File: config.mk
export PLATFORM = sky130hd
export DESIGN_NAME = mem_access_arbiter
export DESIGN_NICKNAME = d
export VERILOG_FILES = /design/src/rtl/mem_access_arbiter_pkg.sv /design/src/rtl/mem_access_arbiter_rr2.sv /design/src/rtl/mem_access_arbiter.sv
export SDC_FILE = /design/constraint.sdc
export NUM_CORES = 1
export LEC_CHECK = 0
export CORE_MARGIN = 2
export CORE_UTILIZATION = 44
export CTS_CLUSTER_SIZE = 10
export DETAILED_ROUTE_END_ITERATION = 8
export MAX_ROUTING_LAYER = met4
export PLACE_DENSITY = 0.88
export RECOVER_POWER = 100
export SYNTH_ARGS = -nofsm -noshare
export SYNTH_HDL_FRONTEND = slang
export SYNTH_SLANG_ARGS = --single-unit
File: constraint.sdc
create_clock -name clk -period 3.1 [get_ports clk]
set_clock_uncertainty 0.15 [all_clocks]
set_input_delay 0.465 -clock clk [delete_from_list [all_inputs] [get_ports clk]]
set_output_delay 0.465 -clock clk [all_outputs]
set_load 0.05 [all_outputs]
File: src/rtl/mem_access_arbiter_pkg.sv
// Shared encodings for mem_access_arbiter: FSM states, engine operation codes
// and the one-hot state display pattern.
package arb_pkg;

  typedef enum logic [1:0] {
    IDLE  = 2'd0,
    ISSUE = 2'd1,
    WAIT  = 2'd2,
    RESP  = 2'd3
  } state_t;

  typedef enum logic {
    OP_WR = 1'b0,
    OP_RD = 1'b1
  } op_t;

  localparam logic [2:0] SLEDS_IDLE  = 3'b000;
  localparam logic [2:0] SLEDS_ISSUE = 3'b001;
  localparam logic [2:0] SLEDS_WAIT  = 3'b010;
  localparam logic [2:0] SLEDS_RESP  = 3'b100;

  function automatic logic [2:0] state_leds(input state_t s);
    case (s)
      ISSUE:   return SLEDS_ISSUE;
      WAIT:    return SLEDS_WAIT;
      RESP:    return SLEDS_RESP;
      default: return SLEDS_IDLE;
    endcase
  endfunction

endpackage

File: src/rtl/mem_access_arbiter_rr2.sv
// arb_rr2: combinational two-way round-robin pick. On a tie the port that was
// not served last wins; otherwise the single pending port wins.
module arb_rr2 (
  input  logic [1:0] i_pending,
  input  logic       i_last_served,
  output logic       o_grant,
  output logic       o_valid
);

  assign o_valid = |i_pending;
  assign o_grant = (&i_pending) ? ~i_last_served : i_pending[1];

endmodule

File: src/rtl/mem_access_arbiter.sv
// mem_access_arbiter: shares one memory access engine between two ports with
// round-robin fairness. Defining ARB_TIMEOUT_EN adds a WAIT timeout with error response.
module mem_access_arbiter
  import arb_pkg::*;
#(
  parameter int AW      = 8,
  parameter int DW      = 8,
  parameter int TIMEOUT = 255
) (
  input  logic          clk,
  input  logic          rst,
  input  logic          req0_wr,
  input  logic          req0_rd,
  input  logic [AW-1:0] req0_addr,
  input  logic [DW-1:0] req0_wdata,
  input  logic          req1_wr,
  input  logic          req1_rd,
  input  logic [AW-1:0] req1_addr,
  input  logic [DW-1:0] req1_wdata,
  output logic          ack0,
  output logic [DW-1:0] rdata0,
  output logic          err0,
  output logic          ack1,
  output logic [DW-1:0] rdata1,
  output logic          err1,
  output logic          start_wr,
  output logic          start_rd,
  output logic [AW-1:0] addr,
  output logic [DW-1:0] wdata,
  input  logic          done_wr,
  input  logic          done_rd,
  input  logic [DW-1:0] rdata,
  output logic          busy,
  output logic [2:0]    sleds
);

  logic [1:0]    w_req_wr;
  logic [1:0]    w_req_rd;
  logic [AW-1:0] w_req_addr  [2];
  logic [DW-1:0] w_req_wdata [2];
  logic          w_grant;
  logic          w_grant_valid;
  logic          w_match;
  logic          w_timeout;
  logic [1:0]    w_ack;

  state_t        r_state;
  state_t        w_state_next;
  logic          r_port;
  logic          r_last_served;
  op_t           r_op;
  logic [AW-1:0] r_addr;
  logic [DW-1:0] r_wdata;
  logic          r_start_wr;
  logic          r_start_rd;
  logic          r_err;
  logic [DW-1:0] r_rdata [2];

  assign w_req_wr       = {req1_wr, req0_wr};
  assign w_req_rd       = {req1_rd, req0_rd};
  assign w_req_addr[0]  = req0_addr;
  assign w_req_addr[1]  = req1_addr;
  assign w_req_wdata[0] = req0_wdata;
  assign w_req_wdata[1] = req1_wdata;

  arb_rr2 u_rr2 (
    .i_pending     (w_req_wr | w_req_rd),
    .i_last_served (r_last_served),
    .o_grant       (w_grant),
    .o_valid       (w_grant_valid)
  );

  // Only the done matching the latched op ends WAIT.
  assign w_match = (r_op == OP_WR) ? done_wr : done_rd;

`ifdef ARB_TIMEOUT_EN
  localparam int CW = $clog2(TIMEOUT + 1);
  logic [CW-1:0] r_wait_cnt;

  always_ff @(posedge clk) begin
    if (rst || (r_state != WAIT)) begin
      r_wait_cnt <= '0;
    end else begin
      r_wait_cnt <= r_wait_cnt + 1'b1;
    end
  end

  // The WAIT cycle that would bring the count to TIMEOUT is the last one.
  assign w_timeout = (r_state == WAIT) && (r_wait_cnt == CW'(TIMEOUT - 1));
`else
  assign w_timeout = 1'b0;
`endif

  always_comb begin
    w_state_next = r_state;
    case (r_state)
      IDLE:    if (w_grant_valid) w_state_next = ISSUE;
      ISSUE:   w_state_next = WAIT;
      WAIT:    if (w_match || w_timeout) w_state_next = RESP;
      RESP:    w_state_next = IDLE;
      default: w_state_next = IDLE;
    endcase
  end

  always_ff @(posedge clk) begin
    if (rst) begin
      r_state       <= IDLE;
      r_port        <= 1'b0;
      r_last_served <= 1'b1;
      r_op          <= OP_WR;
      r_addr        <= '0;
      r_wdata       <= '0;
      r_start_wr    <= 1'b0;
      r_start_rd    <= 1'b0;
      r_err         <= 1'b0;
      r_rdata[0]    <= '0;
      r_rdata[1]    <= '0;
    end else begin
      r_state    <= w_state_next;
      r_start_wr <= 1'b0;
      r_start_rd <= 1'b0;
      case (r_state)
        IDLE: begin
          // A port asking for both ops gets the write now; its read stays pending.
          if (w_grant_valid) begin
            r_port     <= w_grant;
            r_op       <= w_req_wr[w_grant] ? OP_WR : OP_RD;
            r_addr     <= w_req_addr[w_grant];
            r_wdata    <= w_req_wdata[w_grant];
            r_start_wr <= w_req_wr[w_grant];
            r_start_rd <= ~w_req_wr[w_grant];
          end
        end
        WAIT: begin
          if (w_match) begin
            if (r_op == OP_RD) r_rdata[r_port] <= rdata;
            r_err <= 1'b0;
          end else if (w_timeout) begin
            r_rdata[r_port] <= '0;
            r_err           <= 1'b1;
          end
        end
        RESP:    r_last_served <= r_port;
        default: ;
      endcase
    end
  end

  for (genvar gi = 0; gi < 2; gi++) begin : g_port
    assign w_ack[gi] = (r_state == RESP) && (r_port == 1'(gi));
  end

  assign ack0     = w_ack[0];
  assign ack1     = w_ack[1];
  assign err0     = w_ack[0] & r_err;
  assign err1     = w_ack[1] & r_err;
  assign rdata0   = r_rdata[0];
  assign rdata1   = r_rdata[1];
  assign start_wr = r_start_wr;
  assign start_rd = r_start_rd;
  assign addr     = r_addr;
  assign wdata    = r_wdata;
  assign busy     = (r_state != IDLE);
  assign sleds    = state_leds(r_state);

endmodule

; Yosys cells after proc, flatten, opt, wreduce, memory -nomap -nowiden
; Memory sizes are Yosys's and may differ from the RTL's.
; Cells that the tools add are included.
[word_totals]
ram_bits = 16
out_inout_bits = 42
memories = 1
word_cells = 58
register_bits = 23
in_bits = 48
[op_classes]
n_reduce_logical = 10
muxes = 25
eq_ne = 5
order_cmp = 2
bitwise = 7
[mem_list]
columns = name, words, width, rd, rd_clocked_by_memory_dff, wr, line_no
row1 = r_rdata, 2, 8, 2, 0, 2, mem_access_arbiter.sv:57  ; logic [DW-1:0] r_rdata [2];
[ops]
columns = cell, count
row1 = $mux W8, 7
row2 = $mux W1, 14
row3 = $pmux W3 S3, 1
row4 = $pmux W2 S4, 1
row5 = $reduce_or A8 Y1, 1
row6 = $reduce_and A2 Y1, 3
row7 = $not A1 Y1, 5
row8 = $eq A2 B2 Y1 const B, 2
row9 = $mux W2, 2
row10 = $reduce_or A3 Y1, 1
row11 = $eq A2 B1 Y1 const B, 1
row12 = $ge A2 B2 Y1 const B, 1
row13 = $logic_and A1 B1 Y1, 2
row14 = $logic_not A2 Y1, 1
row15 = $lt A1 B2 Y1 const B, 1
row16 = $ne A2 B1 Y1 const B, 1
row17 = $ne A2 B2 Y1 const B, 1
row18 = $not A1 Y2, 1
row19 = $or A2 B2 Y2, 1
row20 = $reduce_bool A2 Y1, 1
row21 = $reduce_or A2 Y1, 1

; Depth between registers and ports, before layout
[logic_depth]
word_depth = 7
ltp_mapped = 7
mapped_depth_nobuf = 5

; By module
; From an unflattened synthesis, not the netlist that was laid out.
[unflattened]
cells_unflattened = 160
hier_area_um2 = 1770.4
[by_module_without_submodules]
columns = module, area_each_um2, instances, cells_each
row1 = mem_access_arbiter, 1756.7, 1, 158
row2 = arb_rr2, 13.8, 1, 2

; Worst setup path before layout
; OpenSTA, ideal clock, no wires.
[synth_path]
path_type = register to register
from = register r_state[0]
to = memory r_rdata[0][0], enable pin
required_ns = 2.640
setup_ns = 0.310
setup_slack_ns = 1.023
path_buffers = 0
synth_period_minus_slack_ns = 2.077
arrival_ns = 1.617
stages_incl_launch_ff = 6
path_cell_list = dfxtp_1 > inv_1 > ha_1 > nand4b_1 > nor2_1 > or2_2
[synth_rtl]
columns = item, line_no
row1 = from (decl), mem_access_arbiter.sv:47  ; state_t r_state;
row2 = from (signal assigned), mem_access_arbiter.sv:119  ; r_state <= w_state_next;
row3 = to (decl), mem_access_arbiter.sv:57

==> results by group <==
Clock tree
  – CTS Hold Bufs: 0
  – CTS tree: done
  – Clock Path Buffers: 2
  – Clock H-tree levels: 2
  – Post-CTS sizing: 0
  – Clk slew on worst S/H paths: 0.07 ns
  – Root Driver: clkbuf_8
  – Worst-Skew Late Latency: just under 0.3 ns
  – Clock sink count: 39
  – Setup bufs post-CTS: 0
  – CTS buffer count: 5

Setup path
  – CP endpoint kind: flip-flop
  – CP Buf/Inv Count: 2
  – CP peak stage delay: ~1.1 ns
  – R2r startpoint: r_state[0]$_SDFFE_PP0P_
  – Worst-path maximum fanout: 25
  – CP max-delay cell: clkbuf_1
  – Critical path arrival: between 2 and 3 ns
  – Startpoint Class: primary input
  – Worst-path cell chain: dlygate4sd3_1 -> clkbuf_1 -> or2_2
  – CP Class: primary input to flip-flop
  – CP required: roughly 2.9 ns
  – Setup slack, reg-to-reg: ~1.1 ns
  – R2R cell count: 5
  – R2R Path End: r_rdata[0][5]$_SDFFCE_PN0P_
  – CP top delay family: buffers and inverters

Yosys
  – Mapped Cells: 178
  – Avg Cell Area, Syn: roughly 11 um2
  – Register area share after synthesis: approximately half
  – Number of synthesized register bits: 39
  – Synth top area cells: edfxtp_1, dfxtp_1, a311oi_2
  – Distinct cells, synth: 32
  – Synth top area share: between 20% and 30%
  – Synth warn: 0
  – Synthesized area: approximately 1900 um2
  – Cell taking the most area after synthesis: edfxtp_1

Global routing
  – Remaining global-route overflow: 0
  – Vias in the first global route: roughly 1.6k
  – Met1 global-route usage: ~24%
  – Most used routing layer: met2
  – First-pass GRT wire length: 7583 um
  – Initial antenna violation count: 0
  – Total track usage: 19.68%
  – Pin count of the biggest net entering global routing: 26
  – Met2 usage: 31.43%
  – Met3 global-route usage: under 10%

Power and ir drop
  – Final Power: about 2.4 mW
  – VDD IR max: 0.5610 mV
  – Pwr dens: between 800 and 900 nW/um2
  – Leak: approximately 1.1 nW

Finish
  – Final #Nets: 316
  – Syn-to-layout area delta: 50.95%
  – Layout cells sized above 1: between 10% and 20%
  – ANT cells: 0

Route
  – DRT antenna net count: 0
  – First drt pass iteration count: 4
  – WL/cell: about 14 um
  – DRC viols: 0
  – Initial DRC count: ~120
  – Vias: between 1.5k and 2k
  – Vias/cell: 5.163
  – DRT Wirelength: about 4400 um

Place
  – PortBufs: 87
  – DP Wirelength: 3225 um
  – GPL Wtd Cong: 0.7474

Timing
  – Smallest hold slack: ~0.35 ns
  – Max-slew violations: 0
  – Final period util: a little under nine tenths
  – RSZ-0062 raised after global routing: no
  – Finish-stage setup viols: 0
  – Worst-margin pin slew: about 1.5 ns
  – Crit path time final: ~2.7 ns
  – Max Fclk: around 0.37 GHz
  – Slew headroom: 0.4367%
  – Final TNS setup: 0 ns
  – Hold Fails Final Rpt: 0

Hold path
  – Hold path depth: 2
  – Hold Crit Class: flip-flop to flip-flop
  – Hold Crit Start: r_port$_SDFFE_PP0P_
  – Hold Path End: r_port$_SDFFE_PP0P_

Floorplanning
  – CORE AREA: between 4000 and 5000 um2
  – Die X: about 70 um
  – Die area: 4892 um2
  – Initial Utilization: a little under half
  – Rows: 23
  – Die Height: approximately 70 um
  – Ports: 90

Job
  – Max Cap Viol: 1

Outcome
  – Violated checks: max-capacitance violations
  – Status: finished with violations
flip-flops by register name, summed over array words and instances (netlist names):
name	cells
addr	8
r_last_served	1
r_op	1
r_port	1
r_rdata	16
r_state	2
start_rd	1
start_wr	1
wdata	8
cells in the final DEF, fill, tap and decap left out, types with 2 or more instances in the layout:
master / count
clkdlybuf4s50_1: 45
dlygate4sd3_1: 42
nor2_1: 23
dfxtp_1: 23
nand3_1: 17
a311oi_2: 17
o21ai_0: 16
edfxtp_1: 16
and2_0: 12
ha_1: 6
inv_1: 5
clkbuf_8: 5
and2_1: 4
or2_2: 3
nand2b_1: 3
mux2i_1: 2
a211oi_1: 2
conb_1: 2
buf_4: 2
metrics by stage:
step / setup slack [ns] / cells / cell area, um2 / util [%]
after global routing: 0.2732 / 313 / 2888 / 70.67
after CTS: 0.5151 / 313 / 2892 / 70.76
after floorplan: 1.023 / 179 / 1917 / -
final: 0.4227 / 313 / 2888 / 70.67
after detailed placement: 0.6727 / 305 / 2784 / 68.13
after global placement: 0.7043 / 305 / 2784 / 68.13
power by group:
part | internal, mW | switching, mW
logic | 0.419 | 0.818
clock network | 0.235 | 0.170
registers | 0.656 | 0.0691
total | 1.31 | 1.06
synthesized netlist by cell type, drive strengths merged:
cell type,n
o41a,1
o41ai,1
nand2b,3
a211o,1
nor4,1
o21ai,17
mux2i,2
buf,10
and2,16
nor2,23
a22o,1
o21a,1
clkbuf,4
a21oi,1
nand2,1
nand3b,1
a311oi,17
or2,3
nand4b,1
and3,1
a211oi,2
ha,6
conb,1
inv,5
a21o,1
a21boi,1
edfxtp,16
dfxtp,23
nand3,17
worst reg2reg max path, delay by kind of cell, from the launching register on:
kind,cells,cell delay (ns)
flops,1,0.34
simple gates,3,0.85
buf+inv,1,0.13
fa+ha+maj,1,0.24
cell type report:
| type | count | area, um2 |
|---|---|---|
| tap | 50 | 62.56 |
| sequential | 39 | 940.9 |
| inverter | 5 | 18.77 |
| multi-input combinational | 121 | 868.3 |
| clock buffer | 5 | 68.82 |
| fill | 330 | 1199 |
| clock inverter | 3 | 38.79 |
| timing repair buffer | 90 | 889.6 |
cells by family after synthesis:
| family | Yosys count | synth area share [%] |
|---|---|---|
| AO/OA/AOI/OAI | 44 | 22.17 |
| adder cells (fa/ha/maj) | 6 | 3.924 |
| buffers and inverters | 19 | 5.624 |
| flip-flops | 39 | 49.18 |
| multiplexers | 2 | 1.046 |
| other | 1 | 0.1960 |
| AND/OR/NAND/NOR | 67 | 17.86 |
layer usage:
metal  vias up  wire length (um)  share of wire (%)
met1       724              1872                 42
met4         0                62                1.4
met2        68              2132                 48
met3         9               357                8.1
met5         -                 0                  0
li1        815                 -                  -
worst max-delay path by stage:
| stage | startpoint | endpoint | slack [ns] | depth (start not counted) |
|---|---|---|---|---|
| after global placement | req1_rd | addr[0]$_SDFFE_PP0P_ | 0.70 | 4 |
| after detailed placement | req1_rd | addr[4]$_SDFFE_PP0P_ | 0.67 | 4 |
| final | rst | r_rdata[0][5]$_SDFFCE_PN0P_ | 0.42 | 3 |
| after floorplan | r_state[0]$_SDFFE_PP0P_ | r_rdata[0][0]$_SDFFCE_PN0P_ | 1.02 | 5 |
| after global routing | rst | r_rdata[1][0]$_SDFFCE_PN0P_ | 0.27 | 3 |
| after CTS | r_state[1]$_SDFFE_PP0P_ | busy | 0.52 | 4 |
(Power assumes the default switching activity.)
